<file path="config.mk">
export PLATFORM = sky130hd
export DESIGN_NAME = adc_hyst_freq_meter
export DESIGN_NICKNAME = d
export VERILOG_FILES = /design/src/rtl/adc_hyst_freq_meter_pkg.sv /design/src/rtl/adc_hyst_freq_meter_cmp.sv /design/src/rtl/adc_hyst_freq_meter.sv
export SDC_FILE = /design/constraint.sdc
export NUM_CORES = 1
export LEC_CHECK = 0
export ABC_AREA = 1
export CORE_ASPECT_RATIO = 1.75
export CORE_UTILIZATION = 45
export CTS_CLUSTER_SIZE = 30
export DETAILED_ROUTE_END_ITERATION = 8
export GPL_TIMING_DRIVEN = 0
export PLACE_DENSITY = 0.73
export SLEW_MARGIN = 5
export SYNTH_ARGS = -nofsm -noshare
export SYNTH_HDL_FRONTEND = slang
export SYNTH_HIERARCHICAL = 1
export SYNTH_SLANG_ARGS = --single-unit
</file>
<file path="constraint.sdc">
create_clock -name CLK_250M -period 1.45 [get_ports CLK_250M]
set_input_delay 0.29 -clock CLK_250M [delete_from_list [all_inputs] [get_ports CLK_250M]]
set_output_delay 0.29 -clock CLK_250M [all_outputs]
set_load 0.01 [all_outputs]
</file>
<file path="src/rtl/adc_hyst_freq_meter_pkg.sv">
// Shared types and helpers for the hysteresis ADC frequency meter.
// Holds the measurement FSM encoding and channel/gate sizing helpers.
package adc_meas_pkg;

    typedef enum logic [1:0] {
        IDLE   = 2'd0,
        ARM    = 2'd1,
        GATE   = 2'd2,
        REPORT = 2'd3
    } meas_state_e;

    localparam int GATE_CYCLES_DEFAULT = 250000;
    localparam int GATE_CNT_W_DEFAULT  = $clog2(GATE_CYCLES_DEFAULT);

    // Gate counter width; never narrower than one bit.
    function automatic int gate_cnt_width(input int cycles);
        return (cycles > 1) ? $clog2(cycles) : 1;
    endfunction

    function automatic int ch_lsb(input int c, input int w);
        return c * w;
    endfunction

endpackage

</file>
<file path="src/rtl/adc_hyst_freq_meter_cmp.sv">
// Single-channel sample register, hysteresis comparator and rising-edge detector.
// square output lags the raw sample by two clocks.
module adc_hyst_cmp
    import adc_meas_pkg::*;
#(
    parameter int W = 8
) (
    input  logic         CLK_250M,
    input  logic         RST_n,
    input  logic [W-1:0] sample,
    input  logic [W-1:0] thr_hi,
    input  logic [W-1:0] thr_lo,
    output logic         sq,
    output logic         rise
);

    logic [W-1:0] s1_r;
    logic         sq_r;
    logic         sq_d_r;
    logic         sq_s;

    // Comparator decision; a collapsed or inverted window degrades to a plain slicer.
    always_comb begin
        sq_s = sq_r;
        if (thr_lo >= thr_hi) begin
            sq_s = (s1_r >= thr_hi);
        end else if (s1_r >= thr_hi) begin
            sq_s = 1'b1;
        end else if (s1_r <= thr_lo) begin
            sq_s = 1'b0;
        end else begin
            sq_s = sq_r;
        end
    end

    // Sample, comparator and edge-history registers.
    always_ff @(posedge CLK_250M) begin
        if (!RST_n) begin
            s1_r   <= '0;
            sq_r   <= 1'b0;
            sq_d_r <= 1'b0;
        end else begin
            s1_r   <= sample;
            sq_r   <= sq_s;
            sq_d_r <= sq_r;
        end
    end

    assign sq   = sq_r;
    assign rise = sq_r & ~sq_d_r;

endmodule

</file>
<file path="src/rtl/adc_hyst_freq_meter.sv">
// Multi-channel ADC frequency meter: hysteresis squaring per channel and
// rising-edge counting over a fixed gate window, with one-shot or continuous reporting.
module adc_hyst_freq_meter
    import adc_meas_pkg::*;
#(
    parameter int CH          = 2,
    parameter int W           = 8,
    parameter int GATE_CYCLES = 250000,
    parameter int CW          = 20
) (
    input  logic            CLK_250M,
    input  logic            RST_n,
    input  logic [CH*W-1:0] adc_data,
    input  logic [W-1:0]    thr_hi,
    input  logic [W-1:0]    thr_lo,
    input  logic            start,
    input  logic            cont_mode,
    output logic [CH-1:0]   square_out,
    output logic [CH*CW-1:0] freq_count,
    output logic            count_valid,
    output logic [CH-1:0]   overflow,
    output logic            busy
);

    localparam int             GCW       = gate_cnt_width(GATE_CYCLES);
    localparam logic [GCW-1:0] GATE_LAST = GCW'(GATE_CYCLES - 1);
    localparam logic [CW-1:0]  CNT_MAX   = {CW{1'b1}};

    meas_state_e      state_r;
    meas_state_e      state_s;
    logic [W-1:0]     thr_hi_r;
    logic [W-1:0]     thr_lo_r;
    logic [GCW-1:0]   gate_cnt_r;
    logic [CH*CW-1:0] cnt_r;
    logic [CH*CW-1:0] cnt_nxt_s;
    logic [CH-1:0]    ovf_r;
    logic [CH-1:0]    ovf_nxt_s;
    logic [CH-1:0]    sq_s;
    logic [CH-1:0]    rise_s;
    logic [CH*CW-1:0] freq_count_r;
    logic [CH-1:0]    overflow_r;
    logic             count_valid_r;
    logic             busy_r;

    for (genvar c = 0; c < CH; c++) begin : g_ch
        adc_hyst_cmp #(.W(W)) u_cmp (
            .CLK_250M (CLK_250M),
            .RST_n    (RST_n),
            .sample   (adc_data[ch_lsb(c, W) +: W]),
            .thr_hi   (thr_hi_r),
            .thr_lo   (thr_lo_r),
            .sq       (sq_s[c]),
            .rise     (rise_s[c])
        );
    end

    // Measurement sequencing; a start outside IDLE is simply not looked at.
    always_comb begin
        state_s = state_r;
        case (state_r)
            IDLE:    state_s = start ? ARM : IDLE;
            ARM:     state_s = GATE;
            GATE:    state_s = (gate_cnt_r == GATE_LAST) ? REPORT : GATE;
            REPORT:  state_s = cont_mode ? ARM : IDLE;
            default: state_s = IDLE;
        endcase
    end

    // Saturating per-channel edge counters, advanced only inside the gate.
    always_comb begin
        cnt_nxt_s = cnt_r;
        ovf_nxt_s = ovf_r;
        for (int c = 0; c < CH; c++) begin
            if ((state_r == GATE) && rise_s[c]) begin
                if (cnt_r[ch_lsb(c, CW) +: CW] == CNT_MAX) begin
                    ovf_nxt_s[c] = 1'b1;
                end else begin
                    cnt_nxt_s[ch_lsb(c, CW) +: CW] = cnt_r[ch_lsb(c, CW) +: CW] + CW'(1);
                end
            end else begin
                ovf_nxt_s[c] = ovf_r[c];
            end
        end
    end

    // FSM, threshold latch, gate counter and edge counters.
    always_ff @(posedge CLK_250M) begin
        if (!RST_n) begin
            state_r    <= IDLE;
            thr_hi_r   <= '0;
            thr_lo_r   <= '0;
            gate_cnt_r <= '0;
            cnt_r      <= '0;
            ovf_r      <= '0;
        end else begin
            state_r <= state_s;
            if (state_r == ARM) begin
                thr_hi_r   <= thr_hi;
                thr_lo_r   <= thr_lo;
                gate_cnt_r <= '0;
                cnt_r      <= '0;
                ovf_r      <= '0;
            end else begin
                gate_cnt_r <= (state_r == GATE) ? gate_cnt_r + GCW'(1) : gate_cnt_r;
                cnt_r      <= cnt_nxt_s;
                ovf_r      <= ovf_nxt_s;
            end
        end
    end

    // Report registers load on the last gate cycle so they are valid throughout REPORT.
    always_ff @(posedge CLK_250M) begin
        if (!RST_n) begin
            freq_count_r  <= '0;
            overflow_r    <= '0;
            count_valid_r <= 1'b0;
            busy_r        <= 1'b0;
        end else begin
            count_valid_r <= (state_s == REPORT);
            busy_r        <= (state_s != IDLE);
            if ((state_r == GATE) && (state_s == REPORT)) begin
                freq_count_r <= cnt_nxt_s;
                overflow_r   <= ovf_nxt_s;
            end else begin
                freq_count_r <= freq_count_r;
                overflow_r   <= overflow_r;
            end
        end
    end

    assign square_out  = sq_s;
    assign freq_count  = freq_count_r;
    assign overflow    = overflow_r;
    assign count_valid = count_valid_r;
    assign busy        = busy_r;

endmodule
</file>
==> impl_metrics.json <==
{
  "status": "complete, but fails checks",
  "violations": "negative setup slack",
  "dr.first_iter.drc_count": 527,
  "async_flop_share": 0,
  "vdd_drop_max_mv": 0.9355,
  "p_clk_frac": 0.347,
  "syn-instance-count": 1214,
  "placed_area_mm2": 0.009087,
  "ys_warn_count": 6,
  "clock_latency_ns": 0.44,
  "htree_levels": 4,
  "synth_nets": 1305,
  "antenna_left": 0,
  "core-area_mm2": 0.01711,
  "r2r_end": "freq_count[16]",
  "grt_overflow": 0,
  "start_util": 0.4630,
  "root_buffer": "clkbuf_16",
  "grt_pass1_vias": 7626,
  "layout_commonest_cell": "nand2_1",
  "drt-pass1-iter-count": 5,
  "synth_cell_types": 40,
  "cts.clk_slew.worst_paths_ns": 0.07,
  "grt_pass1_wl_um": 34310,
  "p_leak_nw": 5.685,
  "dp_slack_ns": -0.4552,
  "fin_total_pwr_mw": 12.99,
  "grt_antenna_before_repair": 0,
  "crit_path_end": "freq_count[16]",
  "via_count": 8434,
  "cp.arrival_ns": 2.18,
  "cpMostUsedCell": "nor2_1",
  "place_hpwl_um": 15110,
  "reg2reg_from": "gate_cnt_r[8]",
  "hold_viol_final": 0,
  "wl_um": 25580,
  "final_cell_mix": "nand2_1 (289), inv_1 (166), nor2_1 (141)",
  "rsz0062_at_grt": "true",
  "synth-seq-cells": 142,
  "power_density_mw_per_mm2": 1103,
  "crit_chain": "nor2_1 -> nand3_1 -> nor2_1 -> nand3_2 -> nand2_4 -> nand3_4 -> buf_12 -> buf_12 -> nor2_1 -> nor2_1",
  "drc": 0,
  "finalCritPeriodShare": 1.286,
  "finalNetCount": 1459,
  "crit_buf_inv": 2,
  "netlist.area_leader.share": 0.3589,
  "synth_top_area_cell": "dfxtp_1",
  "cp.required_ns": 1.77,
  "cpPeakStageDelay_ns": 0.34,
  "finalSetupViolCount": 99,
  "die_y_um": 177.5,
  "cp_max_fo": 10,
  "die_w_um": 102.3,
  "tritoncts": "done",
  "post_cts_hold_buffer_count": 0,
  "fmax_mhz": 536.3,
  "cp_top_family": "simple AND/OR/NAND/NOR gates",
  "place_congestion": 0.8847,
  "power_frac_seq": 0.354,
  "ys.flop_type": "dfxtp_1",
  "sw_frac_of_total": 0.3383,
  "netlist_area_mm2": 0.007920,
  "diodes": 0,
  "synth_edf_count": 0,
  "max_slew.worst_pin.slew_ns": 0.6974,
  "switching_power_mw": 4.393,
  "numCtsBuffers": 17,
  "max_slew_margin": 0.5351,
  "worst_slack_ns": -0.4146,
  "p_int_mw": 8.594,
  "cts_num_sinks": 142,
  "vias_per_cell": 5.245,
  "fin_crit_ns": 1.865,
  "seq_area_frac_synth": 0.3589,
  "syn_area_per_cell_um2": 6.524,
  "reg2regPathDepth": 10,
  "cp.depth": 10,
  "clk_path_buf_depth": 2,
  "portBuffers": 80,
  "clock_skew_ns": 0.01715,
  "grt_use_total": 0.2454,
  "ios": 82,
  "synth_top_cells_by_area": "dfxtp_1 (36%), nand2_1 (16%), inv_1 (9.6%)",
  "min_path_type": "primary input to flop",
  "design_area_mm2": 0.01177,
  "crit_path_start": "gate_cnt_r[8]",
  "die_area_mm2": 0.01816,
  "start_kind": "flop",
  "syn_to_final_growth_pct": 48.63,
  "drv_slew": 0,
  "crit_path_end_kind": "flop",
  "worstHoldStart": "RST_n",
  "rows": 63,
  "wire_per_inst_um": 15.90,
  "cp_slowest_cell": "dfxtp_1",
  "worst-r2r-setup-slack_ns": -0.41,
  "grt_max_degree": 17,
  "layout-drive-gt1-share": 0.3222,
  "critPathKind": "flop to flop",
  "pwr-share-comb": 0.299,
  "max_cap_viol_count": 0
}
==> power by group through the flow <==
stage	sequential, mW	clock, mW	combinational [mW]
final	4.60	4.51	3.88
after global routing	4.63	4.74	4.30
after CTS	4.48	4.54	2.88
after detailed placement	4.56	0	2.69
after global placement	4.55	0	2.63
after floorplan	4.52	0	1.82
==> sequential cells by signal, indices dropped and copies added, names as in the netlist <==
signal and cells:
thr_lo_r 8, cnt_r 40, count_valid 1, g_ch.u_cmp/sq 2
gate_cnt_r 18, overflow 2, g_ch.u_cmp/sq_d_r 2, g_ch.u_cmp/s1_r 16
state_r 2, thr_hi_r 8, busy 1, ovf_r 2
freq_count 40
==> per-stage QoR <==
stage | std cells | setup TNS (ns) | hold WS [ns] | utilization
floorplan | 1214 | -1.317 | 0.3835 | -
global placement | 1521 | -34.91 | 0.4439 | 0.5313
detailed placement | 1521 | -35.82 | 0.4503 | 0.5313
CTS | 1582 | -11.16 | 0.2500 | 0.6039
global route | 1608 | -26.71 | 0.3005 | 0.6882
finish | 1608 | -20.15 | 0.2528 | 0.6882
==> tightest hold or removal path: stages <==
cell and delay [ns]:
clkbuf_1 0.21, nand2_1 0.12, inv_1 0.03
==> synth_stat cells (9+ instances only) <==
master and number:
nand2_1 348, o21ai_0 34, inv_1 202, buf_2 9
nand2_2 10, nand3_1 63, dfxtp_1 142, a21oi_1 54
nand4_1 19, ha_1 55, nor2_1 187, clkbuf_1 16
==> how the worst min path moves through the flow <==
stage | slack, ns | cells after the start | end
3_5_place_dp | 0.45 | 2 | ovf_r[1]
5_1_grt | 0.30 | 3 | state_r[0]
3_3_place_gp | 0.44 | 2 | gate_cnt_r[9]
4_1_cts | 0.25 | 3 | state_r[0]
6_report | 0.25 | 3 | g_ch[0].u_cmp/s1_r[5]
2_1_floorplan | 0.38 | 2 | g_ch[0].u_cmp/s1_r[6]
==> layer usage <==
metal / track usage / share of wire / wire length (µm)
met5: 0 / 0 / 0
met4: 0.1637 / 0.084 / 2147
met3: 0.03899 / 0.051 / 1314
met2: 0.4698 / 0.54 / 13730
met1: 0.2312 / 0.33 / 8386
==> cell families after synthesis <==
logic type                 Yosys count  synth area share
and+or+nand+nor                    665            0.3509
xor gates and xnor gates             9          0.009952
DFF                                142            0.3589
buffers and inverters              241            0.1234
adders and majority gates           55           0.08689
AOI/OAI and AO/OA                  102           0.06998
==> layout make-up <==
cell class              count  area [µm²]
fillers                  1241        5334
multi-input cells         831        5464
flip-flops and latches    142        2927
clock inverters            15       171.4
repair inverters            1       7.507
well taps                 227       284.0
repair buffers            135        1299
plain buffers              33       366.6
inverters                 207       827.0
clock buffers              17       425.4
==> timing repair <==
| item | in CTS | in global routing |
|---|---|---|
| endpoints found under the setup margin | 158 | 117 |
| setup buffers | 28 | 23 |
| pin swaps | 33 | 112 |
| cloned | 2 | 5 |
| resized for setup | 188 | 312 |
(Power assumes the default switching activity.)
